$ cat src/rtl/mem_arb_pkg.sv
// mem_arb_pkg: shared state/owner encodings and default widths for mem_arbiter
package mem_arb_pkg;

    localparam int ADDR_W_DEF     = 32;
    localparam int DATA_W_DEF     = 32;
    localparam int STARVE_MAX_DEF = 4;

    typedef enum logic [1:0] {
        IDLE,
        ISSUE,
        RESP
    } state_t;

    typedef enum logic {
        OWN_I = 1'b0,
        OWN_D = 1'b1
    } owner_t;

endpackage

$ cat src/rtl/arb_starve_ctr.sv
// arb_starve_ctr: picks the winner of an IDLE-cycle grant and tracks fetch starvation
//   clk, rst    : clock, asynchronous active-low reset
//   i_req       : raw fetch request (decides whether a data grant counts as starving fetch)
//   i_elig      : fetch port eligible this cycle
//   d_elig      : data port eligible this cycle
//   grant       : a grant is taken this cycle
//   fetch_wins  : fetch owns the grant when one is taken
//   starve_cnt  : consecutive data grants made while fetch was requesting
module arb_starve_ctr
    import mem_arb_pkg::*;
#(
    parameter int STARVE_MAX = STARVE_MAX_DEF,
    parameter int CNT_W      = $clog2(STARVE_MAX + 1)
) (
    input  logic             clk,
    input  logic             rst,
    input  logic             i_req,
    input  logic             i_elig,
    input  logic             d_elig,
    input  logic             grant,
    output logic             fetch_wins,
    output logic [CNT_W-1:0] starve_cnt
);

    localparam logic [CNT_W-1:0] MAX = CNT_W'(STARVE_MAX);

    logic [CNT_W-1:0] starve_cnt_d, starve_cnt_q;

    // Data has priority unless fetch has already been passed over MAX times.
    always_comb begin
        fetch_wins   = i_elig && (!d_elig || starve_cnt_q == MAX);
        starve_cnt_d = !grant                   ? starve_cnt_q :
                       (fetch_wins || !i_req)   ? '0 :
                       (starve_cnt_q == MAX)    ? MAX : starve_cnt_q + 1'b1;
    end

    always_ff @(posedge clk or negedge rst) begin
        if (!rst) starve_cnt_q <= '0;
        else      starve_cnt_q <= starve_cnt_d;
    end

    assign starve_cnt = starve_cnt_q;

endmodule

$ cat src/rtl/mem_arbiter.sv
// mem_arbiter: shares one single-port synchronous memory between fetch and data ports
//   clk, rst                    : clock, asynchronous active-low reset
//   i_req/i_addr                : fetch request, held until i_ready
//   i_ready/i_rdata             : fetch completion pulse and registered fetched word
//   d_req/d_we/d_addr/d_wdata   : data request (d_we all-zero = read), held until d_ready
//   d_ready/d_rdata             : data completion pulse and registered load word
//   m_en/m_we/m_addr/m_wdata    : registered memory controls
//   m_rdata                     : memory read data, valid the cycle after m_en is sampled
module mem_arbiter
    import mem_arb_pkg::*;
#(
    parameter  int ADDR_W     = ADDR_W_DEF,
    parameter  int DATA_W     = DATA_W_DEF,
    parameter  int STARVE_MAX = STARVE_MAX_DEF,
    localparam int STRB_W     = DATA_W / 8,
    localparam int CNT_W      = $clog2(STARVE_MAX + 1)
) (
    input  logic              clk,
    input  logic              rst,
    input  logic              i_req,
    input  logic [ADDR_W-1:0] i_addr,
    output logic              i_ready,
    output logic [DATA_W-1:0] i_rdata,
    input  logic              d_req,
    input  logic [STRB_W-1:0] d_we,
    input  logic [ADDR_W-1:0] d_addr,
    input  logic [DATA_W-1:0] d_wdata,
    output logic              d_ready,
    output logic [DATA_W-1:0] d_rdata,
    output logic              m_en,
    output logic [STRB_W-1:0] m_we,
    output logic [ADDR_W-1:0] m_addr,
    output logic [DATA_W-1:0] m_wdata,
    input  logic [DATA_W-1:0] m_rdata
);

    state_t              state_d,   state_q;
    owner_t              owner_d,   owner_q;
    logic                wr_d,      wr_q;
    logic                m_en_d,    m_en_q;
    logic [STRB_W-1:0]   m_we_d,    m_we_q;
    logic [ADDR_W-1:0]   m_addr_d,  m_addr_q;
    logic [DATA_W-1:0]   m_wdata_d, m_wdata_q;
    logic                i_ready_d, i_ready_q;
    logic                d_ready_d, d_ready_q;
    logic [DATA_W-1:0]   i_rdata_d, i_rdata_q;
    logic [DATA_W-1:0]   d_rdata_d, d_rdata_q;
    logic                i_elig, d_elig, grant, fetch_wins;
    logic [CNT_W-1:0]    starve_cnt;

    // A port whose ready is high is finishing its access and must not be re-granted.
    assign i_elig = i_req && !i_ready_q;
    assign d_elig = d_req && !d_ready_q;
    assign grant  = (state_q == IDLE) && (i_elig || d_elig);

    arb_starve_ctr #(
        .STARVE_MAX (STARVE_MAX),
        .CNT_W      (CNT_W)
    ) u_starve (
        .clk        (clk),
        .rst        (rst),
        .i_req      (i_req),
        .i_elig     (i_elig),
        .d_elig     (d_elig),
        .grant      (grant),
        .fetch_wins (fetch_wins),
        .starve_cnt (starve_cnt)
    );

    always_comb begin
        state_d   = state_q;
        owner_d   = owner_q;
        wr_d      = wr_q;
        m_en_d    = m_en_q;
        m_we_d    = m_we_q;
        m_addr_d  = m_addr_q;
        m_wdata_d = m_wdata_q;
        i_ready_d = 1'b0;
        d_ready_d = 1'b0;
        i_rdata_d = i_rdata_q;
        d_rdata_d = d_rdata_q;
        case (state_q)
            IDLE: if (grant) begin
                state_d   = ISSUE;
                owner_d   = fetch_wins ? OWN_I : OWN_D;
                wr_d      = !fetch_wins && (|d_we);
                m_en_d    = 1'b1;
                m_we_d    = fetch_wins ? '0 : d_we;
                m_addr_d  = fetch_wins ? i_addr : d_addr;
                m_wdata_d = fetch_wins ? '0 : d_wdata;
            end
            ISSUE: begin
                state_d = RESP;
                m_en_d  = 1'b0;
                m_we_d  = '0;
            end
            RESP: begin
                state_d   = IDLE;
                i_ready_d = (owner_q == OWN_I);
                d_ready_d = (owner_q == OWN_D);
                i_rdata_d = (owner_q == OWN_I) ? m_rdata : i_rdata_q;
                d_rdata_d = (owner_q == OWN_D && !wr_q) ? m_rdata : d_rdata_q;
            end
            default: state_d = IDLE;
        endcase
    end

    always_ff @(posedge clk or negedge rst) begin
        if (!rst) begin
            state_q   <= IDLE;
            owner_q   <= OWN_I;
            wr_q      <= 1'b0;
            m_en_q    <= 1'b0;
            m_we_q    <= '0;
            m_addr_q  <= '0;
            m_wdata_q <= '0;
            i_ready_q <= 1'b0;
            d_ready_q <= 1'b0;
            i_rdata_q <= '0;
            d_rdata_q <= '0;
        end else begin
            state_q   <= state_d;
            owner_q   <= owner_d;
            wr_q      <= wr_d;
            m_en_q    <= m_en_d;
            m_we_q    <= m_we_d;
            m_addr_q  <= m_addr_d;
            m_wdata_q <= m_wdata_d;
            i_ready_q <= i_ready_d;
            d_ready_q <= d_ready_d;
            i_rdata_q <= i_rdata_d;
            d_rdata_q <= d_rdata_d;
        end
    end

    assign i_ready = i_ready_q;
    assign i_rdata = i_rdata_q;
    assign d_ready = d_ready_q;
    assign d_rdata = d_rdata_q;
    assign m_en    = m_en_q;
    assign m_we    = m_we_q;
    assign m_addr  = m_addr_q;
    assign m_wdata = m_wdata_q;

endmodule

$ cat config.mk
export PLATFORM = sky130hd
export DESIGN_NAME = mem_arbiter
export DESIGN_NICKNAME = d
export VERILOG_FILES = /design/src/rtl/mem_arb_pkg.sv /design/src/rtl/arb_starve_ctr.sv /design/src/rtl/mem_arbiter.sv
export SDC_FILE = /design/constraint.sdc
export NUM_CORES = 1
export LEC_CHECK = 0
export CAP_MARGIN = 20
export CORE_MARGIN = 2
export CORE_UTILIZATION = 26
export CTS_BUF_LIST = sky130_fd_sc_hd__clkbuf_16
export DETAILED_ROUTE_END_ITERATION = 10
export GPL_TIMING_DRIVEN = 0
export PLACE_DENSITY_LB_ADDON = 0.15
export SETUP_SLACK_MARGIN = 0.3
export SLEW_MARGIN = 0
export SYNTH_ARGS = -nofsm -noshare
export SYNTH_HDL_FRONTEND = slang
export SYNTH_SLANG_ARGS = --single-unit
$ cat constraint.sdc
create_clock -name clk -period 2 [get_ports clk]
set_clock_uncertainty 0.1 [all_clocks]
set_input_delay 0.4 -clock clk [delete_from_list [all_inputs] [get_ports clk]]
set_output_delay 0.4 -clock clk [all_outputs]
set_load 0.03 [all_outputs]
# Yosys cells after proc, flatten, opt, wreduce, memory -nomap -nowiden
# Cells that the tools add are included.
[totals]
reg_bits = 142
in_bits = 136
output_inout_bits = 135
wordCells = 54
[classes]
addsub = 1
eq_ne = 4
mux = 14
n_bitwise = 1
reduce_logical = 22
[op_table]
columns = ["operator", "count"]
rows = [
  ["$mux W32", 2],
  ["$mux W4", 2],
  ["$pmux W4 S2", 1],
  ["$reduce_and A2 Y1", 4],
  ["$logic_and A1 B1 Y1", 6],
  ["$logic_not A1 Y1", 6],
  ["$mux W3", 2],
  ["$mux W1", 4],
  ["$pmux W2 S2", 1],
  ["$reduce_or A4 Y1", 1],
  ["$add A3 B1 Y3 const B", 1],
  ["$eq A3 B3 Y1 const B", 1],
  ["$logic_or A1 B1 Y1", 3],
  ["$eq A2 B1 Y1 const B", 1],
  ["$eq A2 B2 Y1 const B", 1],
  ["$logic_not A2 Y1", 1],
  ["$mux W2", 1],
  ["$ne A2 B1 Y1 const B", 1],
  ["$pmux W1 S2", 1],
  ["$reduce_bool A2 Y1", 1],
  ["$not A1 Y1", 1],
]

# Longest topological paths before layout
[logic_depth]
ltp_word = 8
depth_mapped = 8
mapped_depth_nobuf = 6

# Cells and area by module
# From an unflattened synthesis, not the netlist that was laid out.
[unflattened]
hier_cells = 403
hier_area_um2 = 6203.4
[by_module_without_submodules]
columns = ["module", "instances", "cells_per_inst", "area_each_um2", "seq_area_each_um2"]
rows = [
  ["mem_arbiter", 1, 382, 6010.8, 3478.3],
  ["arb_starve_ctr", 1, 21, 192.7, 75.1],
]

# Worst setup path after synthesis
# OpenSTA, ideal clock, no wires.
[synth_path]
path_kind = "reg-to-reg"
from = "register d_ready_q, in the netlist d_ready"
to = "register m_wdata_q[0], in the netlist m_wdata[0]"
setup_ps = 121
arrival_ps = 1341
required_ps = 1779
setup_slack_ps = 439
path_stages_with_launch = 6
path_buffers = 2
synth_period_minus_slack_ps = 1561
path_cell_list = "dfrtp_1 > nor2b_2 > o21ai_2 > buf_6 > buf_4 > a22o_1"
[synth_between]
elab_chain_cells = 6
word_cells_on_any_way = 9
classes_between = "mux: 1; reduce/logical: 8"
[synth_lines]
columns = ["item", "line", "rtl"]
rows = [
  ["start: declaration", "mem_arbiter.sv:45", "logic d_ready_d, d_ready_q;"],
  ["start signal: assignment", "mem_arbiter.sv:130", "d_ready_q <= d_ready_d;"],
  ["$logic_not A1 Y1 *", "mem_arbiter.sv:53", "assign d_elig = d_req && !d_ready_q;"],
  ["$logic_and A1 B1 Y1 *", "mem_arbiter.sv:53", ""],
  ["$logic_not A1 Y1", "arb_starve_ctr.sv:31", "fetch_wins = i_elig && (!d_elig || starve_cnt_q == MAX);"],
  ["$logic_or A1 B1 Y1", "arb_starve_ctr.sv:31", ""],
  ["$logic_and A1 B1 Y1", "arb_starve_ctr.sv:31", ""],
  ["$mux W32", "mem_arbiter.sv:90", "m_wdata_d = fetch_wins ? '0 : d_wdata;"],
  ["end signal: assignment", "mem_arbiter.sv:128", "m_wdata_q <= m_wdata_d;"],
  ["end: declaration", "mem_arbiter.sv:43", "logic [DATA_W-1:0] m_wdata_d, m_wdata_q;"],
]
# Mark *: on every way between the ends. The rest lies on a longest branch, timed or not.
# A chain may end at the register's enable or synchronous reset.

# Final worst setup path
[layout_path]
from = "register m_addr_q[5], in the netlist m_addr[5]"
to = "output port m_addr[5]"
[layout_lines]
columns = ["item", "line", "rtl"]
rows = [
  ["start: declaration", "mem_arbiter.sv:42", "logic [ADDR_W-1:0] m_addr_d, m_addr_q;"],
  ["start signal: assignment", "mem_arbiter.sv:127", "m_addr_q <= m_addr_d;"],
  ["end: declaration", "mem_arbiter.sv:32", "output logic [ADDR_W-1:0] m_addr,"],
]
# No word-level cell between the ends.

==> run metrics <==
TritonCTS clock tree done; clock latency on the worst-skew pair 0.41 ns; via count of the first global-routing pass 4942; global-route wire length before repair 27700 um; met3 Resource Use GR 0.0398; family with the most delay on the worst path buffers and inverters; area leader, netlist sky130_fd_sc_hd__dfrtp_1; violation count after the first detailed-route iteration between 100 and 150; via total after detailed routing roughly 4600; Routed WL 17800 um; FF-to-FF path depth 5; Hold Worst Slack between 0.3 and 0.4 ns; Final Slew Violations 0; max incr delay on CP 0.39 ns; depth of the worst hold-timing path 3; post-route cell area between 9000 and 10000 um^2; slowest cell on the critical path sky130_fd_sc_hd__clkdlybuf4s15_1; worst IR drop on VDD 742 uV; area of the die 23300 um^2; clk sink count 142; pin count of the biggest net entering global routing 90; met2 layer usage reported by global route 0.258; list of most frequent post-synthesis cells sky130_fd_sc_hd__dfrtp_1, sky130_fd_sc_hd__a21oi_1, sky130_fd_sc_hd__nand2_1, sky130_fd_sc_hd__mux2_2, sky130_fd_sc_hd__nor2_1; total congestion overflow after global routing 0; Startpoint Class flip-flop; number of buffers and inverters on the critical path 1; most common flop cell mapped by yosys sky130_fd_sc_hd__dfrtp_1; average cell area after synthesis 13.2 um^2; count of filler cells inserted in the layout between 2000 and 2500; critical path arrival around 1.2 ns; Cell Area, Synth ~5700 um^2; Root Buffer Master sky130_fd_sc_hd__clkbuf_16; layout cell share with drive strength beyond 1 0.278; Hold/Removal Path Class in -> reg; total clock buffers created by CTS 17; portion of synthesized cell area occupied by the leading cell type 0.618; number of max-cap violations 0; final setup vio count 0; die outline width 153 um; achievable frequency 601 MHz; cell with the most instances after synthesis sky130_fd_sc_hd__dfrtp_1; Synth Warn # 0; Placer Congestion 0.755; DRC violation count after routing 0; Fin Setup TNS 0 ns; Pwr Density 1780 nW/um^2; crit-path cells clkdlybuf4s15_1; element type at the critical path end output pin; max_slew headroom 0.450; RSZ-0062 raised after global routing true; internal power consumption 0.00964 W; Via density around 4.4; DIE HEIGHT 153 um; Area contributors post-synth sky130_fd_sc_hd__dfrtp_1, sky130_fd_sc_hd__mux2_4, sky130_fd_sc_hd__mux2_2; outcome complete, no violations; final period demand of the worst path 1.67 ns; number of antenna violations at the first check in global routing 0; DRT Pass-1 Iters 4; met1 Use GR 0.182; Syn Nets 575; number of buffers inserted by port buffering 270; data required time of the worst path ~1.5 ns; sequential share of the synthesized area 0.618; global-route layer with the greatest usage met2; starting density of the core 0.264; H-tree depth 4; number of enable-type register cells in the synthesized netlist 0; CTS clk-pin slew, worst paths around 0.060 ns; number of cells on the critical path 1; DRT antenna net count 0; highest net fanout along the worst path 2; post-synthesis instance total ~440; post-layout utilization of the core 0.435; mean routed wirelength per cell 17.1 um; share of total power in the clock network 0.175; transition time at the pin with the least slew margin 0.824 ns; synthesis-to-layout area growth 64.6%; fraction of power spent switching nets 0.428; Placement Cell Area 8830 um^2; top-level port count 271; post-detail-place hpwl about 13000 um; number of hold violations in the final report 0; ant diodes 0; unique cell type count in the Yosys netlist 31; final net count 885; overall track demand over capacity in global routing 0.150; leakage 4.27 nW; share of the clock period used by the worst path 0.833; proportion of synthesized flip-flops having asynchronous set or reset 1.00; number of rows in the core area 54; Placeable Area 21800 um^2; sequential share of power 0.302; critical path class reg -> out; synthesis-stage register bit count ~140; combinational group share of total power 0.523; deepest clock path buffer count 2; Net Sw Power 0.00721 W
cell type report:
class / count / area [um^2] / area share
plain buffers: 29 / 312 / 0.0329
clock buffers: 17 / 425 / 0.0450
clock inverters: 15 / 123 / 0.0130
inverters: 4 / 15.0 / 0.00159
multi-input cells: 263 / 1990 / 0.211
flip-flops and latches: 142 / 3550 / 0.376
well taps: 280 / 350 / 0.0370
repair buffers: 290 / 2690 / 0.284
worst paths after layout:
| kind | from | to | slack [ns] |
|---|---|---|---|
| setup / recovery | m_addr[5] | m_addr[5] | 0.33 |
| hold / removal | i_req | u_starve.starve_cnt[0] | 0.39 |
| setup reg to reg | state_q[0] | d_rdata[18] | 0.34 |
| hold reg to reg | m_en | m_en | 0.39 |
| max in group asynchronous | rst | m_addr[15] | 0.49 |
| min in group asynchronous | rst | d_rdata[25] | 0.54 |
flip-flops by register name, indices dropped and copies added (netlist names):
name and flops:
m_wdata 32, i_rdata 32, m_addr 32, d_rdata 32, state_q 2, u_starve.starve_cnt 3
owner_q 1, d_ready 1, i_ready 1, wr_q 1, m_we 4, m_en 1
metrics by stage:
stage,setup WS [ns],std cells,total power (W)
after global placement,-5.36,987,0.0143
after CTS,0.170,1025,0.0168
after floorplan,0.439,437,0.0105
after global routing,0.255,1040,0.0179
final,0.335,1040,0.0168
after detailed placement,-0.219,988,0.0145
layer usage:
metal / part of all wire / up-vias
met5: 0 / -
met4: 0.013 / 0
met3: 0.060 / 15
met2: 0.51 / 155
met1: 0.42 / 2261
li1: - / 2160
logic make-up after synthesis:
| logic type | Yosys count | synth area share |
|---|---|---|
| fa+ha+maj | 2 | 0.00435 |
| simple gates | 88 | 0.0677 |
| compound gates | 108 | 0.119 |
| mux | 64 | 0.145 |
| flops | 142 | 0.618 |
| buf+inv | 33 | 0.0455 |
placed cells by master, fill, tap and decap left out, drive strengths merged, types with 3 or more instances in the layout:
cell type      count
clkdlybuf4s50    133
dfrtp            142
nor2              35
dlygate4sd2        9
a22o              32
a21oi             67
buf               45
clkinvlp           3
mux2              64
clkinv             9
nor2b              3
nand2             39
clkbuf            69
clkdlybuf4s15     79
inv                6
nand3              5
o21ai              4
power by group through the flow:
stage / Sequential [W] / Clock, W / Combinational (W)
2_1_floorplan: 0.00764 / 0 / 0.00290
3_3_place_gp: 0.00505 / 0 / 0.00928
3_5_place_dp: 0.00509 / 0 / 0.00937
4_1_cts: 0.00506 / 0.00307 / 0.00871
5_1_grt: 0.00529 / 0.00320 / 0.00937
6_report: 0.00509 / 0.00295 / 0.00881
timing repair:
| action | CTS | global route |
|---|---|---|
| hold endpoints to repair | 14 | 0 |
| resized for setup | 218 | 139 |
| cloned | 0 | 7 |
| setup buffers | 4 | 8 |
| pin swaps | 4 | 4 |
| setup endpoints to repair | 227 | 192 |
| hold buffers | 1 | 0 |
(Power assumes the default switching activity.)
